`config.mk`:
```
export PLATFORM = sky130hd
export DESIGN_NAME = fp_div
export DESIGN_NICKNAME = d
export VERILOG_FILES = /design/src/rtl/fp_div.sv
export SDC_FILE = /design/constraint.sdc
export NUM_CORES = 1
export LEC_CHECK = 0
export CAP_MARGIN = 15
export CORE_UTILIZATION = 50
export DETAILED_ROUTE_END_ITERATION = 16
export MAX_ROUTING_LAYER = met4
export PLACE_DENSITY = 0.82
export SYNTH_ARGS = -nofsm -noshare
export SYNTH_HDL_FRONTEND = slang
export SYNTH_SLANG_ARGS = --single-unit
```
`constraint.sdc`:
```
create_clock -name clk -period 3.14 [get_ports clk]
set_input_delay 0.314 -clock clk [delete_from_list [all_inputs] [get_ports clk]]
set_output_delay 0.314 -clock clk [all_outputs]
set_load 0.02 [all_outputs]
```
`src/rtl/fp_div.sv`:
```
// ---------------------------------------------------------------------------
// fp_div -- sequential signed fixed-point divider (restoring, 1 bit / clock)
//
// Computes out_data = a / b in Q(fp_width-fp_frac).fp_frac two's complement.
// Magnitudes are divided, the quotient is truncated toward zero, and the sign
// is applied afterwards with saturation to the representable range.
// One operation in flight; fixed latency of fp_width+fp_frac+1 cycles from
// the accept edge to out_valid.
//
// Ports:
//   clk        rising-edge clock
//   rst_n      asynchronous active-low reset
//   in_valid   operands present on a/b
//   in_ready   block can accept operands (high only in IDLE)
//   a, b       dividend / divisor, signed fixed point
//   out_valid  result present (held until out_ready)
//   out_ready  consumer accepts result
//   out_data   quotient, signed fixed point (held in IDLE)
//   out_ovf    result saturated due to overflow
//   out_dz     divisor was zero
// ---------------------------------------------------------------------------
module fp_div #(
  parameter int fp_width = 16,
  parameter int fp_frac  = 8
) (
  input  logic                clk,
  input  logic                rst_n,
  input  logic                in_valid,
  output logic                in_ready,
  input  logic [fp_width-1:0] a,
  input  logic [fp_width-1:0] b,
  output logic                out_valid,
  input  logic                out_ready,
  output logic [fp_width-1:0] out_data,
  output logic                out_ovf,
  output logic                out_dz
);

  localparam int W  = fp_width;
  localparam int F  = fp_frac;
  localparam int N  = W + F;
  localparam int CW = $clog2(N);

  localparam logic [CW-1:0] CNT_LAST = CW'(N - 1);
  localparam logic [W-1:0]  POS_SAT  = {1'b0, {(W-1){1'b1}}};
  localparam logic [W-1:0]  NEG_SAT  = {1'b1, {(W-1){1'b0}}};
  // Largest quotient magnitudes that still fit for each result sign.
  localparam logic [N-1:0]  POS_MAX  = (N'(1) << (W - 1)) - N'(1);
  localparam logic [N-1:0]  NEG_MAX  = (N'(1) << (W - 1));

  typedef enum logic [1:0] {
    S_IDLE,
    S_CALC,
    S_FIN,
    S_DONE
  } state_t;

  state_t state_reg, state_next;

  logic [N-1:0]  dividend_reg;
  logic [W-1:0]  divisor_reg;
  logic [W-1:0]  rem_reg;
  logic [N-1:0]  quot_reg;
  logic [CW-1:0] cnt_reg;
  logic          sign_reg;
  logic          dz_reg;
  logic          a_neg_reg;
  logic [W-1:0]  out_data_reg;
  logic          out_ovf_reg;
  logic          out_dz_reg;

  // Combinational datapath helpers.
  logic [W-1:0]  abs_a, abs_b;
  logic [W:0]    rem_shift;
  logic [W-1:0]  rem_diff;
  logic          rem_ge;
  logic [W-1:0]  fin_data;
  logic          fin_ovf;

  // ---------------------------------------------------------------- state reg
  always_ff @(posedge clk or negedge rst_n) begin
    if (!rst_n) begin
      state_reg <= S_IDLE;
    end else begin
      state_reg <= state_next;
    end
  end

  // --------------------------------------------------------------- next state
  always_comb begin
    state_next = state_reg;
    case (state_reg)
      S_IDLE:  if (in_valid)              state_next = S_CALC;
      S_CALC:  if (cnt_reg == CNT_LAST)   state_next = S_FIN;
      S_FIN:                              state_next = S_DONE;
      S_DONE:  if (out_ready)             state_next = S_IDLE;
      default:                            state_next = S_IDLE;
    endcase
  end

  // ------------------------------------------------------------------ outputs
  // Decoded from the state register only, so in_ready never depends on
  // out_ready combinationally.
  always_comb begin
    in_ready  = (state_reg == S_IDLE);
    out_valid = (state_reg == S_DONE);
  end

  assign out_data = out_data_reg;
  assign out_ovf  = out_ovf_reg;
  assign out_dz   = out_dz_reg;

  // ----------------------------------------------------------------- datapath
  always_comb begin
    // |-2^(W-1)| wraps to 2^(W-1), which is exactly right read as unsigned.
    abs_a     = a[W-1] ? (W'(0) - a) : a;
    abs_b     = b[W-1] ? (W'(0) - b) : b;
    rem_shift = {rem_reg, dividend_reg[N-1]};
    rem_ge    = (rem_shift >= {1'b0, divisor_reg});
    // When rem_ge holds the difference is below the divisor, so the low W
    // bits carry the whole result.
    rem_diff  = rem_shift[W-1:0] - divisor_reg;

    fin_data = '0;
    fin_ovf  = 1'b0;
    if (dz_reg) begin
      fin_data = a_neg_reg ? NEG_SAT : POS_SAT;
    end else if (!sign_reg) begin
      if (quot_reg > POS_MAX) begin
        fin_data = POS_SAT;
        fin_ovf  = 1'b1;
      end else begin
        fin_data = quot_reg[W-1:0];
      end
    end else begin
      if (quot_reg > NEG_MAX) begin
        fin_data = NEG_SAT;
        fin_ovf  = 1'b1;
      end else begin
        fin_data = W'(0) - quot_reg[W-1:0];
      end
    end
  end

  always_ff @(posedge clk or negedge rst_n) begin
    if (!rst_n) begin
      dividend_reg <= '0;
      divisor_reg  <= '0;
      rem_reg      <= '0;
      quot_reg     <= '0;
      cnt_reg      <= '0;
      sign_reg     <= 1'b0;
      dz_reg       <= 1'b0;
      a_neg_reg    <= 1'b0;
      out_data_reg <= '0;
      out_ovf_reg  <= 1'b0;
      out_dz_reg   <= 1'b0;
    end else begin
      case (state_reg)
        S_IDLE: begin
          if (in_valid) begin
            dividend_reg <= N'(abs_a) << F;
            divisor_reg  <= abs_b;
            sign_reg     <= a[W-1] ^ b[W-1];
            dz_reg       <= (b == '0);
            a_neg_reg    <= a[W-1];
            rem_reg      <= '0;
            quot_reg     <= '0;
            cnt_reg      <= '0;
          end
        end
        S_CALC: begin
          dividend_reg <= dividend_reg << 1;
          cnt_reg      <= cnt_reg + CW'(1);
          if (rem_ge) begin
            rem_reg  <= rem_diff;
            quot_reg <= {quot_reg[N-2:0], 1'b1};
          end else begin
            rem_reg  <= rem_shift[W-1:0];
            quot_reg <= {quot_reg[N-2:0], 1'b0};
          end
        end
        S_FIN: begin
          out_data_reg <= fin_data;
          out_ovf_reg  <= fin_ovf;
          out_dz_reg   <= dz_reg;
        end
        default: ;
      endcase
    end
  end

endmodule

```
==> reports/results.ini, run 1 <==
[layout]
regArea_sq_um = 2502
n_antenna_cell = 0
multi_input_comb_area_sq_um = 3341
final_nets = 777
syn2layout_area_growth_pct = 16.27
fin_area_sq_um = 7092
n_fill_cell = 964
largest_register_ff_count = 24
final_core_util_pct = 60.81
drive_gt1_share_pct = 5.694

[route]
routed_via_density = 6.006
dr.pass1.iters = 5
wl_mm = 13.99
wl_per_cell_um = 16.21
ant_nets = 0
drc = 0
drt_iter0_drc = 346
via_count = 5183

[die]
dieHeight_um = 112.5
pin_count = 56
coreArea_sq_um = 11660
die_x_um = 112.5
dieArea_sq_um = 12650
row_count = 39
start_util_pct = 52.30

[critical_path]
path_cells = ha_1 -> and3_1 -> nand3_1 -> a211oi_1 -> o21ai_2 -> and2_1 -> a32o_1 -> o21bai_1
cp.arrival_ns = 2.75
critical_path_class = reg2reg
worstReg2RegStart = rem_reg[9]
reg2regPathDepth = 8
cp_max_fo = 11
r2r-end = rem_reg[11]
cp_slowest_cell = ha_1
start_kind = flop
required_ns = 3.36
max_stage_delay_ns = 0.41
endpoint_kind = flop
path_buf_inv = 0
critPathTopFamily = compound AO/OA/AOI/OAI gates
ff2ff_setup_slack_ns = 0.61

[cts]
h-tree-depth = 3
cts.repair.resized = 0
cts.clk_slew.worst_paths_ns = 0.07
cts_hold_buf = 0
cts_buffer_depth = 2
clockRootBuffer = clkbuf_16
post-cts-setup-buffers = 0
clock-sinks = 100
clkLatencyLatePin_ns = 0.35
cts_made_buffers = 9
cts_tree = yes

[logic_synthesis]
synthArstFlopShare_pct = 100.0
syn-mean-instance-area_sq_um = 9.036
synth_largest_area_cell = dfrtp_1
synth-main-ff-cell = dfrtp_1
ys_seq_elements = 100
synth_edf_count = 0
synth_cell_type_count = 64
ys_top_cells_by_count = dfrtp_1, nand2_1, o21ai_0
synth-seq-area-share_pct = 41.03
synth_area_sq_um = 6100
synth.area.top_cells = dfrtp_1, ha_1, nand2_1
ys_warn_count = 0
synth_nets = 736
synthCells = 675
synth_top_area_share_pct = 41.03
yosysMostFrequentCell = dfrtp_1

[grt]
track_usage_pct = 23.92
first_global_vias = 5086
grt_pass1_wl_mm = 23.64
grt-ovfl-total = 0
antenna_found_initial = 0
grt_max_degree = 101

[run]
maxCapViolCount = 0

[placement]
routabilityCongestion = 0.9643
numPortBuffers = 55
dp_worst_setup_slack_ns = 0.6322
dp_hpwl_mm = 10.01
place_area_sq_um = 6774

[timing]
period_minus_slack_ns = 2.529
fin_skew_ns = 0.006968
finalHoldViolations = 0
worstMarginPinSlew_ns = 1.020
fin_crit_sh_pct = 80.55
slew_viol_final = 0
fin_ws_ns = 0.6108
fin_setup_tns_ns = 0
slew-limit-headroom_pct = 31.86
setup_violations = 0
max_freq_ghz = 0.3954
rsz0062_at_grt = false

[outcome]
status = finished, final reports clean

[pwr]
vdd_drop_max_mv = 0.7138
power_density_nw_per_um2 = 1016
finalPower_mw = 7.208
leakage_nw = 3.199

[min_path]
min_path_type = in2async

-- cells in the final DEF, fill, tap and decap left out, types with 7 or more instances in the layout --
cell | Yosys | routed
nor2_1 | 40 | 40
nor3_1 | 10 | 10
a22o_1 | 28 | 28
ha_1 | 24 | 24
a21oi_1 | 40 | 40
dfrtp_1 | 100 | 100
xnor2_1 | 13 | 13
o21ai_1 | 23 | 23
o21ai_0 | 53 | 52
a21o_1 | 9 | 9
inv_1 | 37 | 37
buf_4 | 0 | 7
o31ai_1 | 12 | 12
mux2i_1 | 12 | 12
xor2_1 | 27 | 27
clkdlybuf4s50_1 | 0 | 54
nand2_1 | 71 | 71
o221ai_1 | 7 | 7
nand2b_1 | 11 | 11
nand3_1 | 21 | 21
clkbuf_16 | 0 | 9
nor2b_1 | 8 | 8
-- per-layer routing --
layer / wire length [um] / track usage (%) / vias up / part of all wire, %
met5: 0 / - / - / 0
met4: 380 / 9.156 / 0 / 2.7
met3: 501 / 4.266 / 30 / 3.6
met2: 7019 / 41.24 / 125 / 50
met1: 6086 / 27.85 / 2505 / 44
li1: - / - / 2523 / -
-- how the worst max path moves through the flow --
stage	from	to	slack [ns]	cells after the start
finish	rem_reg[9]	rem_reg[11]	0.61	8
global route	rem_reg[9]	rem_reg[11]	0.40	8
CTS	rem_reg[9]	rem_reg[11]	0.63	8
detailed placement	rem_reg[9]	rem_reg[11]	0.63	8
global placement	rem_reg[9]	rem_reg[11]	0.73	8
floorplan	rem_reg[9]	rem_reg[4]	0.93	8
-- cells by family after synthesis --
kind of cell             count (synthesis)  synth area share, %
flip-flops                             100                41.03
XOR/XNOR                                40                5.744
AO/OA/AOI/OAI                          226                24.57
AND/OR/NAND/NOR                        199                16.49
multiplexers                            15                2.523
adder cells (fa/ha/maj)                 25                5.251
buffers and inverters                   70                4.389
-- power by group --
part / switching, mW / total (mW) / internal, mW
sequential: 0.317 / 2.03 / 1.71
combinational: 2.40 / 4.08 / 1.68
clock: 0.487 / 1.10 / 0.618
-- layout make-up --
class	count	share of cell area, %
clock buffer	10	3.229
sequential	100	35.29
inverter	37	1.958
clock inverter	5	0.8645
timing repair buffer	63	9.033
multi-input combinational	505	47.11
tap	143	2.523
-- per-stage QoR --
step	hold slack (ns)	cells
finish	0.007181	863
global route	0.06294	863
CTS	0.04464	862
detailed placement	0.4187	847
global placement	0.4056	847
floorplan	0.01841	675
Note: power is estimated with default switching activity, not from simulation.
==> run 2, diff against run 1 <==
clock period = 2.4 ns   (was 3.14 ns; I/O delays follow)
==> run 2 against run 1 <==
Design area is 4.1% higher. Routed wire length is 6.1% higher. Die area stayed put. Critical endpoint is now out_data[14].
==> reports/results.ini, run 2 (synthesis gave the netlist of run 1 again) <==
[die]
row_count = 39
pin_count = 56
dieArea_sq_um = 12650
dieHeight_um = 112.5
die_x_um = 112.5
coreArea_sq_um = 11660
start_util_pct = 52.30

[timing]
finalHoldViolations = 0
fin_crit_sh_pct = 95.10
slew_viol_final = 0
worstMarginPinSlew_ns = 0.6757
period_minus_slack_ns = 2.282
slew-limit-headroom_pct = 54.81
setup_violations = 0
fin_skew_ns = 0.009189
hold-worst-slack_ns = 0.4094
max_freq_ghz = 0.4381

[grt]
antenna_found_initial = 0
first_global_vias = 5338
track_usage_pct = 25.28
grt-ovfl-total = 0
grt_pass1_wl_mm = 25.05
grt_max_degree = 60

[critical_path]
endpoint_kind = flop
cp_max_fo = 5
start_kind = flop
required_ns = 2.62
cp.arrival_ns = 2.50
critical_path_class = reg2reg

[cts]
cts.clk_slew.worst_paths_ns = 0.07
cts_tree = yes
h-tree-depth = 3
cts_buffer_depth = 2
cts_made_buffers = 9
clkLatencyLatePin_ns = 0.35
clockRootBuffer = clkbuf_16
clock-sinks = 100

[layout]
largest_register_ff_count = 24
final_cell_mix = dfrtp_1, nand2_1, clkdlybuf4s50_1, o21ai_0, nor2_1
drive_gt1_share_pct = 11.02
syn2layout_area_growth_pct = 21.05
mostFrequentLayoutCell = dfrtp_1
final_nets = 800
n_antenna_cell = 0
fin_cells = 887

[placement]
routabilityCongestion = 0.9434
numPortBuffers = 55
dp_hpwl_mm = 10.70
dp_cells = 867

[pwr]
power_density_nw_per_um2 = 1355
leakage_nw = 3.317
vdd_drop_max_mv = 0.6866
finalPower_mw = 10.01

[run]
maxCapViolCount = 0

[route]
drc = 0
wl_per_cell_um = 16.73
ant_nets = 0
dr.pass1.iters = 5
routed_via_density = 5.984
wl_mm = 14.84
via_count = 5308
drt_iter0_drc = 316

[outcome]
status = finished, final reports clean

[min_path]
min_path_type = in2async

## run 2: changes by cell type in the layout (fill, tap and decap cells not counted), moves of 2 or more
| cell | before | now |
|---|---|---|
| buf_4 | 7 | 29 |
| ha_1 | 24 | 20 |
| ha_4 | 0 | 4 |
| a311oi_1 | 3 | 1 |
| a311oi_2 | 0 | 2 |
| and3_1 | 6 | 4 |
| and3_2 | 0 | 2 |
## run 2: per-stage QoR
stage               setup slack (ns)  util (%)  setup TNS, ns  area (sq um)
global route                -0.01091     63.31       -0.01895          7383
global placement              0.1029     59.48              0          6937
CTS                          0.04296     62.18              0          7252
finish                        0.1176     63.31              0          7383
floorplan                     0.1872         -              0          6100
detailed placement           0.05374     59.48              0          6937
## run 2: final timing paths
path | startpoint | endpoint | slack, ns | depth (start not counted)
min in group clk | divisor_reg[3] | divisor_reg[3] | 0.49 | 2
hold / removal | rst_n | out_data[7] | 0.41 | 2
setup reg to reg | quot_reg[0] | out_data[14] | 0.12 | 8
setup / recovery | quot_reg[0] | out_data[14] | 0.12 | 8
hold reg to reg | divisor_reg[3] | divisor_reg[3] | 0.49 | 2
max in group asynchronous | rst_n | dividend_reg[20] | 1.29 | 3
## run 2: timing repair
item,4_1_cts,5_1_grt
endpoints found under the hold margin,41,0
setup endpoints to repair,0,16
setup buffers,0,3
hold buffers,1,0
gates resized for setup,0,21
## run 2: cell type report
type,instances,area [sq um]
well taps,143,178.9
inverters,37,138.9
multi-input cells,505,3450
repair buffers,86,808.3
flip-flops and latches,100,2502
fillers,960,4279
clock inverters,7,80.08
clock buffers,9,225.2
## run 2: worst max-delay path, cell delays in order (launching register included)
cell,delay (ns)
dfrtp_1,0.45
inv_1,0.18
ha_1,0.26
nand2b_1,0.15
nor4_4,0.31
nand3b_1,0.20
nor4b_1,0.19
a2111oi_2,0.28
o22ai_1,0.13
## run 2: power breakdown
part / internal [mW] / switching [mW]
Combinational: 2.53 / 3.32
Clock: 0.824 / 0.675
Sequential: 2.23 / 0.423
Total: 5.59 / 4.42
## run 2: per-layer routing
layer	vias to the layer above	share of wire (%)	global-route usage [%]
met5	-	0	-
met4	0	2.2	8.978
met3	28	3.8	3.726
met2	137	51	43.19
met1	2578	44	30.52
li1	2565	-	-
==> run 3, diff against run 2 <==
CORE_MARGIN = 4   (was unset)
==> run 3 against run 2 <==
Clock skew down 0.00089 ns. Global-route usage down 3.1 points. Sequential power about the same. Highest routed layer unchanged. Utilization down 1.2 points.
==> reports/results.ini, run 3 (synthesis gave the netlist of run 1 again) <==
[outcome]
status = finished, final reports clean

[route]
routed_via_density = 6.010
routedLengthMet1_mm = 6.385
drc = 0
wl_per_cell_um = 16.94
ant_nets = 0
met2_length_mm = 7.718
dr.pass1.iters = 5
via_count = 5373
wl_met3_um = 567
drt_iter0_drc = 447
routed.top_layer = met4
wl_mm = 15.14

[placement]
numPortBuffers = 55
dp_hpwl_mm = 10.99
place_area_sq_um = 6979
routabilityCongestion = 0.9617
dp_worst_setup_slack_ns = -0.05093
dp_cells = 876

[pwr]
leakage_nw = 3.366
finalPower_mw = 10.24
power_density_nw_per_um2 = 1378
vdd_drop_max_mv = 0.6955

[die]
row_count = 40
coreArea_sq_um = 11960
dieHeight_um = 118.5
die_x_um = 118.5
dieArea_sq_um = 14030
pin_count = 56
start_util_pct = 50.99

[critical_path]
path_buf_inv = 0
cp_slowest_cell = dfrtp_1
path_cells = ha_1 -> and3_2 -> a31oi_1 -> o21ai_2 -> o21ai_2 -> nand2_2 -> mux2_1 -> a22o_1
worstReg2RegStart = rem_reg[11]
start_kind = flop
startpoint = rem_reg[11]
endpoint_kind = flop
critical_path_class = reg2reg
critPathTopFamily = compound AO/OA/AOI/OAI gates
crit_top_cell = o21ai_2
cp.arrival_ns = 2.52
required_ns = 2.63
max_stage_delay_ns = 0.41
cp_max_fo = 5

[min_path]
min_path_type = in2async

[timing]
fin_crit_sh_pct = 95.24
fin_ws_ns = 0.1143
slew_viol_final = 0
setup_violations = 0
period_minus_slack_ns = 2.286
max_freq_ghz = 0.4375
worstMarginPinSlew_ns = 0.7211
hold-worst-slack_ns = 0.4159
finalHoldViolations = 0
slew-limit-headroom_pct = 51.42
fin_setup_tns_ns = 0
fin_skew_ns = 0.008295

[cts]
cts_made_buffers = 9
cts_tree = yes
clockRootBuffer = clkbuf_16
cts.clk_slew.worst_paths_ns = 0.07
clock-sinks = 100
clkLatencyLatePin_ns = 0.35
cts_buffer_depth = 2
h-tree-depth = 3

[grt]
track_usage_pct = 22.21
grt_pass1_wl_mm = 25.21
grt_max_degree = 59
antenna_found_initial = 0
first_global_vias = 5404
grt-ovfl-total = 0

[layout]
n_antenna_cell = 0
mostFrequentLayoutCell = dfrtp_1
regArea_sq_um = 2504
syn2layout_area_growth_pct = 21.83
multi_input_comb_area_sq_um = 3432
final_cell_mix = dfrtp_1, nand2_1, clkdlybuf4s50_1, o21ai_0
fin_cells = 894
largest_register_ff_count = 24
final_nets = 803
fin_area_sq_um = 7431
drive_gt1_share_pct = 11.24
n_fill_cell = 996
final_core_util_pct = 62.12

[run]
maxCapViolCount = 0

## run 3: cell types whose count changed in the layout (fill, tap and decap cells not counted), sizes merged
cell      before  now
buf           31   34
clkbuf         9   11
clkinv         2    0
bufinv         1    2
clkinvlp       1    0
## run 3: timing repair
item | in CTS | in global routing
gates resized for setup | 2 | 20
hold buffers | 1 | 0
pin swaps | 0 | 3
endpoints found under the hold margin | 42 | 0
buffers inserted | 0 | 1
endpoints found under the setup margin | 6 | 18
## run 3: layout make-up
class	count	share of cell area, %
Timing Repair Buffer	89	11.18
Clock buffer	11	3.401
Inverter	37	1.869
Sequential cell	100	33.69
Multi-Input combinational cell	505	46.19
Tap cell	147	2.475
Clock inverter	5	1.195
## run 3: worst register-to-register path, stage by stage (launching register included)
cell and delay (ns):
dfrtp_1 0.41, ha_1 0.31, and3_2 0.27, a31oi_1 0.21
o21ai_2 0.10, o21ai_2 0.24, nand2_2 0.12, mux2_1 0.33
a22o_1 0.18
## run 3: final timing paths
path,slack (ns),end,cells past startpoint
setup / recovery,0.11,rem_reg[4],8
hold / removal,0.42,out_dz,2
setup reg to reg,0.11,rem_reg[4],8
hold reg to reg,0.49,dividend_reg[9],2
max in group asynchronous,1.28,quot_reg[1],3
min in group clk,0.49,dividend_reg[9],2
## run 3: power breakdown
part | switching [mW] | total [mW] | leakage, nW | internal (mW)
clock | 0.659 | 1.65 | 0.169 | 0.986
sequential | 0.389 | 2.63 | 1.30 | 2.24
combinational | 3.41 | 5.97 | 1.90 | 2.56
## run 3: routing by layer
layer  track usage, %  up-vias
met5                -        -
met3            4.498       41
li1                 -     2579
met1            26.69     2605
met2            37.16      148
met4            8.182        0
==> variant: new RTL, flow settings as in run 1 <==
Encoding of `state_t`: now one-hot (4 bits for 4 states).
--- a/src/rtl/fp_div.sv
+++ b/src/rtl/fp_div.sv
@@ -48,11 +48,11 @@
   localparam logic [N-1:0]  POS_MAX  = (N'(1) << (W - 1)) - N'(1);
   localparam logic [N-1:0]  NEG_MAX  = (N'(1) << (W - 1));
 
-  typedef enum logic [1:0] {
-    S_IDLE,
-    S_CALC,
-    S_FIN,
-    S_DONE
+  typedef enum logic [3:0] {
+    S_IDLE = 4'b0001,
+    S_CALC = 4'b0010,
+    S_FIN  = 4'b0100,
+    S_DONE = 4'b1000
   } state_t;
 
   state_t state_reg, state_next;
Formal check against the unedited RTL: no difference found for any inputs over 10 cycles, from zero or initial values and one cycle with rst_n low; not proved beyond that.
==> variant against run 1 <==
Area after synthesis increased by 2.5%. Final cell count increased by 9.0%. Sequential cell count increased by 2. Fmax decreased by 2.1%. Core utilization decreased by 1.2 points. Routed wire length increased by 5.8%. Via count increased by 9.7%. Setup slack got worse by 0.054 ns. Design area increased by 1.8%. Total power decreased by 15%. Critical path type unchanged. Critical endpoint is now rem_reg[14]$_DFFE_PN0P_.
==> variant: results <==
set metrics [dict create \
    drive_gt1_share_pct 6.210 \
    drt_iter0_markers 426 \
    path_max_fanout 8 \
    regArea_mm2 0.002554 \
    grt_pass1_vias 5527 \
    arrival_ns 2.79 \
    num-nets-final 825 \
    port_buffers 55 \
    synth_common_cells "nand2_1, dfrtp_1, o21ai_0" \
    syn_nets 789 \
    nNonClkInverters 29 \
    synth_cell_type_count 70 \
    buffer_area_share_pct 8.804 \
    fin_worst_skew_ns 0.006456 \
    status "finished clean" \
    yosys-top-cells-area "dfrtp_1, o21ai_0, nand2_1" \
    clock_latency_ns 0.35 \
    multi_input_gates 561 \
    pwr-share-comb_pct 51.2 \
    viasPerCell 6.040 \
    n_all_buffers 65 \
    ys_seq_area_share_pct 40.86 \
    fill_cells 1053 \
    ys_ff_latch 102 \
    clkCellAreaFrac_pct 3.951 \
    p_leak_nw 3.088 \
    intPower_mw 3.423 \
    ir_drop_mv 0.3349 \
    multi_input_area_share_pct 47.45 \
    slowest_stage "or3_1" \
    slowest_delay_ns 0.45 \
    grt_max_degree 60 \
    grt_pass1_wl_um 25580 \
    grt_use_total_pct 25.07 \
    worst_pin_slew_ns 0.7139 \
]
variant: path summary, 6_finish.rpt:
| kind | slack [ns] | end | depth (start not counted) | start |
|---|---|---|---|---|
| max | 0.56 | rem_reg[14]$_DFFE_PN0P_ | 7 | rem_reg[8]$_DFFE_PN0P_ |
| min | 0.009 | out_data[11]$_DFFE_PN0P_ | 1 | rst_n |
| max reg2reg | 0.56 | rem_reg[14]$_DFFE_PN0P_ | 7 | rem_reg[8]$_DFFE_PN0P_ |
| min reg2reg | 0.47 | out_dz$_DFFE_PN0P_ | 2 | out_dz$_DFFE_PN0P_ |
| max in group asynchronous | 2.30 | dividend_reg[13]$_DFFE_PN0P_ | 2 | rst_n |
| min in group clk | 0.47 | out_dz$_DFFE_PN0P_ | 2 | out_dz$_DFFE_PN0P_ |
variant: kinds of logic after synthesis:
| group | share of synthesized area (%) |
|---|---|
| AOI/OAI and AO/OA | 22.36 |
| and+or+nand+nor | 22.84 |
| muxes | 0.3203 |
| buffers and inverters | 4.525 |
| DFF | 40.86 |
| adders and majority gates | 4.324 |
| xor gates and xnor gates | 4.765 |
variant: stage by stage:
stage / hold WS [ns] / instance area, µm² / setup slack [ns] / cells
after floorplan: 0.01841 / 6250 / 0.9186 / 732
after global placement: 0.4004 / 6934 / 0.6134 / 925
after detailed placement: 0.4098 / 6934 / 0.5801 / 925
after CTS: 0.04103 / 7219 / 0.6112 / 941
after global routing: 0.07241 / 7219 / 0.3677 / 941
final: 0.008752 / 7219 / 0.5564 / 941
variant: per-layer routing:
| metal | wire, µm | GRT usage, % | share of wire [%] |
|---|---|---|---|
| met5 | 0 | - | 0 |
| met4 | 406 | 10.39 | 2.7 |
| met3 | 655 | 3.719 | 4.4 |
| met2 | 7253 | 40.85 | 49 |
| met1 | 6485 | 31.38 | 44 |
